===== config.mk =====
export PLATFORM = sky130hd
export DESIGN_NAME = clique_scan_ctrl_flat
export DESIGN_NICKNAME = d
export VERILOG_FILES = /design/src/rtl/clique_scan_ctrl_if.sv /design/src/rtl/clique_scan_ctrl.sv /design/src/flat_wrapper.sv
export SDC_FILE = /design/constraint.sdc
export NUM_CORES = 1
export LEC_CHECK = 0
export ABC_AREA = 1
export BUFFER_PORTS_ARGS = -buffer_cell sky130_fd_sc_hd__buf_2
export CAP_MARGIN = 15
export CORE_MARGIN = 3
export CORE_UTILIZATION = 59
export DETAILED_ROUTE_END_ITERATION = 8
export PLACE_DENSITY = 0.81
export RECOVER_POWER = 25
export SETUP_SLACK_MARGIN = 0.05
export SLEW_MARGIN = 10
export SYNTH_ARGS = -nofsm -noshare
export SYNTH_HDL_FRONTEND = slang
export SYNTH_SLANG_ARGS = --single-unit

===== constraint.sdc =====
create_clock -name clk -period 2.55 [get_ports clk]
set_input_delay 0.255 -clock clk [delete_from_list [all_inputs] [get_ports clk]]
set_output_delay 0.255 -clock clk [all_outputs]
set_load 0.005 [all_outputs]

===== src/rtl/clique_scan_ctrl_if.sv =====
// Row-load / start / result bundle between the graph loader and clique_scan_ctrl.
interface clique_scan_ctrl_if #(parameter int N = 3);
  logic [N-1:0] row_data;
  logic         row_valid;
  logic         row_ready;
  logic         start;
  logic         busy;
  logic         done;
  logic [N:0]   clique_count;
  logic [3:0]   max_clique;

  modport master (
    output row_data, row_valid, start,
    input  row_ready, busy, done, clique_count, max_clique
  );

  modport slave (
    input  row_data, row_valid, start,
    output row_ready, busy, done, clique_count, max_clique
  );
endinterface


===== src/rtl/clique_scan_ctrl.sv =====
// Loads an N-vertex adjacency matrix row by row, then walks every non-empty
// subset at one per clock, counting cliques and tracking the largest one.

module clique_scan_vtx #(
  parameter int N   = 3,
  parameter int IDX = 0
) (
  input  logic [N-1:0] subset,
  input  logic [N-1:0] row,
  input  logic [N-1:0] col,
  output logic         conflict
);
  localparam logic [N-1:0] SELF = {{(N-1){1'b0}}, 1'b1} << IDX;

  // An edge needs both directions; the diagonal is masked out.
  assign conflict = subset[IDX] & (|(subset & ~(row & col) & ~SELF));
endmodule

module clique_scan_ctrl #(
  parameter int N        = 3,
  parameter int MIN_SIZE = 2
) (
  input  logic           clk,
  input  logic           rst_n,
  clique_scan_ctrl_if.slave bus
);
  typedef enum logic [1:0] {IDLE, SCAN, DONE} state_t;

  localparam logic [N-1:0] S_ONE = {{(N-1){1'b0}}, 1'b1};
  localparam logic [N:0]   C_ONE = {{N{1'b0}}, 1'b1};

  state_t                state, state_nxt;
  logic [3:0]            row_ptr;
  logic [N-1:0][N-1:0]   adj;
  logic [N-1:0][N-1:0]   adj_t;
  logic [N-1:0]          s;
  logic [N:0]            count;
  logic [3:0]            max_sz;
  logic [N-1:0]          conflict;
  logic [3:0]            pop;
  logic                  loaded, take_row, take_start, last, is_clique;

  assign loaded     = (row_ptr == 4'(N));
  assign take_row   = (state == IDLE) && bus.row_valid && !loaded;
  assign take_start = (state == IDLE) && bus.start && loaded;
  assign last       = &s;
  assign is_clique  = ~|conflict;

  always_comb begin
    adj_t = '0;
    for (int i = 0; i < N; i++)
      for (int j = 0; j < N; j++)
        adj_t[i][j] = adj[j][i];
  end

  always_comb begin
    pop = '0;
    for (int i = 0; i < N; i++)
      pop = pop + 4'(s[i]);
  end

  for (genvar i = 0; i < N; i++) begin : g_vtx
    clique_scan_vtx #(.N(N), .IDX(i)) u_vtx (
      .subset   (s),
      .row      (adj[i]),
      .col      (adj_t[i]),
      .conflict (conflict[i])
    );
  end

  always_ff @(posedge clk) begin
    if (!rst_n) state <= IDLE;
    else        state <= state_nxt;
  end

  always_comb begin
    state_nxt     = state;
    bus.row_ready = 1'b0;
    bus.busy      = 1'b0;
    bus.done      = 1'b0;
    case (state)
      IDLE: begin
        bus.row_ready = !loaded;
        if (take_start) state_nxt = SCAN;
      end
      SCAN: begin
        bus.busy = 1'b1;
        if (last) state_nxt = DONE;
      end
      DONE: begin
        bus.done  = 1'b1;
        state_nxt = IDLE;
      end
      default: state_nxt = IDLE;
    endcase
  end

  always_ff @(posedge clk) begin
    if (!rst_n) begin
      row_ptr <= '0;
      adj     <= '0;
      s       <= '0;
      count   <= '0;
      max_sz  <= '0;
    end else begin
      if (take_row) begin
        for (int i = 0; i < N; i++)
          if (row_ptr == 4'(i)) adj[i] <= bus.row_data;
        row_ptr <= row_ptr + 4'd1;
      end
      if (take_start) begin
        count  <= '0;
        max_sz <= '0;
        s      <= S_ONE;
      end
      if (state == SCAN) begin
        s <= s + S_ONE;
        if (is_clique) begin
          if (pop > max_sz)          max_sz <= pop;
          if (pop >= 4'(MIN_SIZE))   count  <= count + C_ONE;
        end
      end
      // A finished scan consumes the matrix; the next start needs a fresh load.
      if (state == DONE) row_ptr <= '0;
    end
  end

  assign bus.clique_count = count;
  assign bus.max_clique   = max_sz;
endmodule

===== src/flat_wrapper.sv =====
// flat-port wrapper written by rule: the top's interface ports become plain ports
module clique_scan_ctrl_flat 
#(
  parameter int N        = 3,
  parameter int MIN_SIZE = 2
)
  (clk, rst_n, bus_row_data, bus_row_valid, bus_start, bus_row_ready, bus_busy, bus_done, bus_clique_count, bus_max_clique);
  clique_scan_ctrl_if #(.N(N)) bus_i ();
  input  logic clk;
  input  logic rst_n;
  input wire logic [$bits(bus_i.row_data)-1:0] bus_row_data;
  input wire logic [$bits(bus_i.row_valid)-1:0] bus_row_valid;
  input wire logic [$bits(bus_i.start)-1:0] bus_start;
  output wire logic [$bits(bus_i.row_ready)-1:0] bus_row_ready;
  output wire logic [$bits(bus_i.busy)-1:0] bus_busy;
  output wire logic [$bits(bus_i.done)-1:0] bus_done;
  output wire logic [$bits(bus_i.clique_count)-1:0] bus_clique_count;
  output wire logic [$bits(bus_i.max_clique)-1:0] bus_max_clique;
  assign bus_i.row_data = bus_row_data;
  assign bus_i.row_valid = bus_row_valid;
  assign bus_i.start = bus_start;
  assign bus_row_ready = bus_i.row_ready;
  assign bus_busy = bus_i.busy;
  assign bus_done = bus_i.done;
  assign bus_clique_count = bus_i.clique_count;
  assign bus_max_clique = bus_i.max_clique;
  clique_scan_ctrl #(.N(N), .MIN_SIZE(MIN_SIZE)) u_core (.clk(clk), .rst_n(rst_n), .bus(bus_i));
endmodule

==> results of run 1 <==
cells in the mapped netlist:
cell type,number
fa_1,1
inv_1,23
nor3_1,2
dfxtp_1,23
nand3_1,11
nand3_4,1
xnor2_1,1
nand3_2,1
a21oi_1,13
nand2_2,4
ha_1,9
a21oi_4,1
o21ai_0,4
nand2_1,43
nor2_1,24
nor2_2,1
nor2_4,2
nand2_4,2
and3_1,1
o21ai_1,1
clkbuf_2,1
nand4_1,1
inv_2,2
buf_2,1
metrics by stage:
| stage | total power, mW | hold slack, ps | utilization [%] |
|---|---|---|---|
| finish | 0.6150 | 230.9 | 73.80 |
| global route | 0.6460 | 217.6 | 73.80 |
| detailed placement | 0.4588 | 452.5 | 72.73 |
| global placement | 0.4560 | 449.2 | 72.73 |
| CTS | 0.6245 | 212.1 | 74.14 |
| floorplan | 0.4406 | 419.6 | - |
worst paths after layout:
kind	start	end	slack, ps	depth (start not counted)
setup / recovery	u_core.s[0]$_SDFFE_PN0P_	u_core.bus.max_clique[1]$_SDFF_PN0_	660	9
hold / removal	bus_row_data[2]	u_core.adj[2]$_SDFFE_PN0P_	230	3
setup reg to reg	u_core.s[0]$_SDFFE_PN0P_	u_core.bus.max_clique[1]$_SDFF_PN0_	660	9
hold reg to reg	u_core.adj[2]$_SDFFE_PN0P_	u_core.adj[2]$_SDFFE_PN0P_	470	2
placed cells by master (no fill, tap or decap), drive strengths merged:
cell type / instances
ha: 9
nor3: 2
nand2: 49
o21ai: 5
clkbuf: 9
a21oi: 14
and3: 1
nand4: 1
inv: 25
nand3: 13
buf: 12
xnor2: 1
dfxtp: 23
fa: 1
nor2: 27
layout make-up:
class	instances	area, um2	area share [%]
multi-input combinational	123	680.7	49.63
sequential	23	460.4	33.58
inverter	25	93.84	6.843
timing repair buffer	17	78.83	5.748
tap	25	31.28	2.281
clock buffer	4	26.28	1.916
critical path: stages (launching register included):
cell and delay [ps]:
dfxtp_1 390, fa_1 530, ha_1 340, nand2_1 80
nand3_1 60, nor2_1 130, nand3_2 110, nand2_1 80
nand2_1 40, nor2_1 80
per-layer routing:
metal	GRT usage, %	up-vias	part of all wire [%]
li1	-	582	-
met1	26.77	480	50
met2	33.68	20	46
met3	2.579	2	3.7
met4	7.860	0	0.74
met5	0	-	0
logic make-up after synthesis:
logic type                 synth area share [%]
and+or+nand+nor                           34.77
AOI/OAI and AO/OA                         8.543
adders and majority gates                 10.65
xor gates and xnor gates                 0.7036
buffers and inverters                     8.341
DFF                                       36.98
power groups by stage:
stage / logic [mW] / registers (mW) / clock network [mW]
final: 0.0730 / 0.378 / 0.164
after global routing: 0.0845 / 0.380 / 0.182
after CTS: 0.0732 / 0.378 / 0.173
after detailed placement: 0.0729 / 0.386 / 0
after global placement: 0.0707 / 0.385 / 0
after floorplan: 0.0565 / 0.384 / 0
state kept, by name, summed over array words and instances (netlist names):
signal / cells
u_core.bus.clique_count: 4
u_core.s: 3
u_core.adj: 6
u_core.row_ptr: 4
u_core.bus.max_clique: 4
u_core.state: 2
==> qor.yml, run 1 <==
global_route:
  first_global_vias: 1010
  grt-ovfl-total: 0
  grtUsageTotal_pct: 20.40
  grt_pass1_wl_um: 4167
  grt_max_degree: 13
  antenna_found_initial: 0
placement:
  pre_cts_ws_ps: 710.1
  dpl_cell_area_mm2: 0.001351
  hpwl_um: 1766
  dp.cells: 213
  numPortBuffers: 17
  routabilityCongestion: 0.8293
detailed_routing:
  drt-total-wl_um: 2289
  wl_per_cell_um: 10.55
  drc: 0
  vias_per_cell: 4.995
  num_vias: 1084
  drtAntennaViolNets: 0
  first_pass_iters: 4
  drt_iter0_markers: 31
sta:
  finalSetupTns_ps: 0
  setup_slack_ps: 657.5
  min_period_ps: 1893
  setup_violations: 0
  tightest_slew_ps: 375.3
  skew_ps: 3.105
  min_period_over_period_pct: 74.22
  rsz0062_at_grt: "no"
  maxSlewViolCount: 0
  max_freq_mhz: 528.4
  hold_viol: 0
  relSlewSlack_pct: 74.95
clock_network:
  clk_latency_ps: 300
  clk_path_buf_depth: 2
  post_cts_buffers: 0
  cts-resized-gates: 0
  clk_pin_slew_ps: 120
  clkSinkCount: 23
  cts_buffers: 3
  tritoncts: "yes"
  cts-root-buf: "clkbuf_4"
  hold_buffers: 0
  cts_max_level: 1
worst_setup_path:
  path_max_fanout: 5
  worstPathArrival_ps: 2140
  critical_path_required_ps: 2800
  setup.worst_path.start_class: "flop"
  timing_worst_setup_path_type: "flop to flop"
  worstSetupEndpointType: "flop"
floorplanning:
  io_pins: 18
  die_w_um: 51.94
  dieArea_mm2: 0.002697
  die_y_um: 51.94
  rows: 15
  core_mm2: 0.001858
  start_util_pct: 67.00
synthesis:
  yosysTopAreaCellShare_pct: 36.98
  syn_inst: 173
  ys_seq_area_share_pct: 36.98
  synth_area_mm2: 0.001245
  syn-num-nets: 190
  synth-seq-cells: 23
  yosysTopAreaCell: "dfxtp_1"
  yosysWarnings: 0
  postSynthAreaPerCell_um2: 7.196
  synthTopCellsByArea: "dfxtp_1 (37%), nand2_1 (13%), ha_1 (9.0%)"
  synth.distinct_cells: 24
pwr:
  p_int_mw: 0.4565
  combPwrFrac_pct: 11.9
  switching_power_mw: 0.1585
  switching_share_pct: 25.77
  p_leak_nw: 0.6509
  p_clk_share_pct: 26.7
  peakVddDrop_v: 0.0004037
  seqPwrFrac_pct: 61.5
  powerDensity_mw_per_mm2: 448.5
min_path:
  hold_class: "input port to flop"
run_status:
  status: "completed"
final_layout:
  drive_gt1_share_pct: 15.10
  n_antenna_cell: 0
  syn2layout_area_growth_pct: 10.15
  n_fill_cell: 154
  fin_nets: 210
  stdcell_count: 217
  final_cell_area_mm2: 0.001371
flow_run:
  drv_cap: 0
No activity file was read; power rests on OpenSTA's default activity.
==> inputs of run 2 (changes only) <==
--- a/config.mk
+++ b/config.mk
@@ -9,9 +9,9 @@
 export BUFFER_PORTS_ARGS = -buffer_cell sky130_fd_sc_hd__buf_2
 export CAP_MARGIN = 15
 export CORE_MARGIN = 3
-export CORE_UTILIZATION = 59
+export CORE_UTILIZATION = 55
 export DETAILED_ROUTE_END_ITERATION = 8
-export PLACE_DENSITY = 0.81
+export PLACE_DENSITY = 0.76
 export RECOVER_POWER = 25
 export SETUP_SLACK_MARGIN = 0.05
 export SLEW_MARGIN = 10
==> constraint.sdc (replaced) <==
create_clock -name clk -period 1.9 [get_ports clk]
set_input_delay 0.19 -clock clk [delete_from_list [all_inputs] [get_ports clk]]
set_output_delay 0.19 -clock clk [all_outputs]
set_load 0.005 [all_outputs]
==> run 2 against run 1 <==
  * Global-route usage down 1.3 points
  * Clock-buffer cell count unchanged
  * Non-clock buffer count up 6
  * Register-to-register slack worse by 650 ps
  * Clock power up 40%
  * Setup slack worse by 650 ps
  * Combinational power up 44%
==> qor.yml, run 2 (synthesis gave the netlist of run 1 again) <==
run_status:
  status: "completed"
floorplanning:
  dieArea_mm2: 0.002870  # +6.4%
  io_pins: 18  # unchanged
  start_util_pct: 60.97  # -6.0 points
  core_mm2: 0.002042  # +9.9%
  die_w_um: 53.58  # +3.2%
  rows: 16  # +1
  die_y_um: 53.58  # +3.2%
global_route:
  first_global_vias: 1005  # -0.50%
  grt_max_degree: 13  # unchanged
  grt-ovfl-total: 0  # unchanged
  grtUsageTotal_pct: 19.07  # -1.3 points
  grt_pass1_wl_um: 4133  # -0.82%
  antenna_found_initial: 0  # unchanged
final_layout:
  syn2layout_area_growth_pct: 15.08
  final_cell_mix: "nand2_1 (43), inv_1 (23), nor2_1 (23), dfxtp_1 (21), a21oi_1 (13)"
  stdcell_count: 225  # +3.7%
  fin_nets: 216  # +2.9%
  drive_gt1_share_pct: 19.19  # +4.1 points
  final_common_cell: "nand2_1"
  final_cell_area_mm2: 0.001433  # +4.5%
  top_register: "u_core.adj"
  largest_reg_flops: 6  # unchanged
  n_antenna_cell: 0  # unchanged
  final_core_util_pct: 70.16  # -3.6 points
detailed_routing:
  drt-total-wl_um: 2458  # +7.4%
  drtAntennaViolNets: 0  # unchanged
  num_vias: 1108  # +2.2%
  drt_iter0_markers: 22  # -29%
  first_pass_iters: 4  # unchanged
  vias_per_cell: 4.924  # -1.4%
  drc: 0  # unchanged
  wl_per_cell_um: 10.92  # +3.6%
clock_network:
  cts_buffers: 3  # unchanged
  cts_max_level: 1  # unchanged
  clk_pin_slew_ps: 130  # about the same
  clk_latency_ps: 300  # about the same
  clkSinkCount: 23  # unchanged
  tritoncts: "yes"
  cts-root-buf: "clkbuf_4"
  hold_buffers: 0  # unchanged
  clk_path_buf_depth: 2  # unchanged
placement:
  pre_cts_ws_ps: 31.49  # -678.6 ps
  dp.cells: 216  # +1.4%
  dpl_cell_area_mm2: 0.001361  # +0.74%
  hpwl_um: 1808  # +2.4%
  numPortBuffers: 17  # unchanged
  routabilityCongestion: 0.7815  # -5.8%
worst_setup_path:
  timing_worst_setup_path_type: "flop to flop"
  worstRegToRegCells: 9  # unchanged
  crit_chain: "fa_1 > inv_1 > ha_1 > nand2_1 > nand3_2 > nor2_2 > nand3_2 > nor2_1 > nor2_1"
  max_stage_delay_ps: 560  # +30 ps
  ff2ff_setup_slack_ps: 4  # -650 ps
  cp-endpoint: "u_core.bus.max_clique[1]$_SDFF_PN0_"
  startpoint: "u_core.s[1]$_SDFFE_PN0P_"
  path_max_fanout: 4  # -1
  r2r_end: "u_core.bus.max_clique[1]$_SDFF_PN0_"
  crit_slowest_cell: "fa_1"
  critical_path_required_ps: 2120  # -680 ps
  worstSetupEndpointType: "flop"
  setup.worst_path.start_class: "flop"
  worstPathArrival_ps: 2110  # -30 ps
  r2r_start: "u_core.s[1]$_SDFFE_PN0P_"
sta:
  min_period_over_period_pct: 99.80  # +26 points
  tightest_slew_ps: 369.0  # -6.239 ps
  setup_slack_ps: 3.785  # -653.7 ps
  relSlewSlack_pct: 75.37  # +0.42 points
  skew_ps: 3.543  # +0.4383 ps
  rsz0062_at_grt: "yes"
  hold_viol: 0  # unchanged
  maxSlewViolCount: 0  # unchanged
  setup_violations: 0  # unchanged
  max_freq_mhz: 527.4  # -0.19%
  min_period_ps: 1896  # +3.666 ps
pwr:
  peakVddDrop_v: 0.0004845  # +20%
  powerDensity_mw_per_mm2: 584.8  # +30%
  total_power_mw: 0.8378  # +36%
  p_leak_nw: 0.6824  # +4.8%
min_path:
  hold_class: "input port to flop"
  worstHoldStart: "bus_row_data[0]"
  whs_path_depth: 3  # unchanged
flow_run:
  drv_cap: 0  # unchanged
[run 2: cell count changes in the layout (fill, tap and decap cells not counted)]
cell      delta
nor2_2       +1
dfxtp_4      +2
dfxtp_1      -2
nand3_2      +1
buf_2        -1
buf_4        +6
clkbuf_1     +1
nor2_1       -1
nand3_1      -1
[run 2: timing repair]
item | 4_1_cts | 5_1_grt
pin swaps | 0 | 3
setup buffers | 1 | 4
resized for setup | 2 | 4
endpoints found under the setup margin | 2 | 2
hold endpoints to repair | 0 | 0
[run 2: how the worst min path moves through the flow]
stage / end / slack [ps]
finish: u_core.adj[3]$_SDFFE_PN0P_ / 150
global route: u_core.adj[5]$_SDFFE_PN0P_ / 150
CTS: u_core.adj[3]$_SDFFE_PN0P_ / 150
detailed placement: u_core.bus.max_clique[3]$_SDFF_PN0_ / 450
global placement: u_core.bus.max_clique[2]$_SDFF_PN0_ / 450
floorplan: u_core.adj[1]$_SDFFE_PN0P_ / 350
[run 2: report_power, final]
| group | leakage [nW] | switching [mW] | internal [mW] |
|---|---|---|---|
| logic | 0.480 | 0.0658 | 0.0387 |
| registers | 0.188 | 0.0101 | 0.494 |
| clock network | 0.0150 | 0.147 | 0.0818 |
| total | 0.682 | 0.223 | 0.615 |
[run 2: cell type report]
cell class | count | area, um2
multi-input combinational | 123 | 688.2
tap | 27 | 33.78
timing repair buffer | 23 | 122.6
fill | 189 | 609.3
clock buffer | 4 | 26.28
sequential | 23 | 467.9
inverter | 25 | 93.84
[run 2: metrics by stage]
stage               setup TNS [ps]  hold WS (ps)
floorplan                        0         354.6
global placement                 0         450.5
detailed placement               0         453.4
CTS                              0         145.8
global route                -183.7         145.6
finish                           0         151.7
[run 2: layer usage]
layer	part of all wire, %	wire [um]	vias to the layer above	global-route usage [%]
met5	0	0	-	0
li1	-	-	586	-
met1	46	1135	493	26.28
met4	2.0	49	0	5.532
met3	4.2	104	6	2.493
met2	48	1168	23	31.02
[run 2: critical path: cells and delay by family, from the launching register on]
kind | cells | cell delay (ps)
adder cells (fa/ha/maj) | 2 | 830
buffers and inverters | 1 | 50
flip-flops | 1 | 370
AND/OR/NAND/NOR | 6 | 570
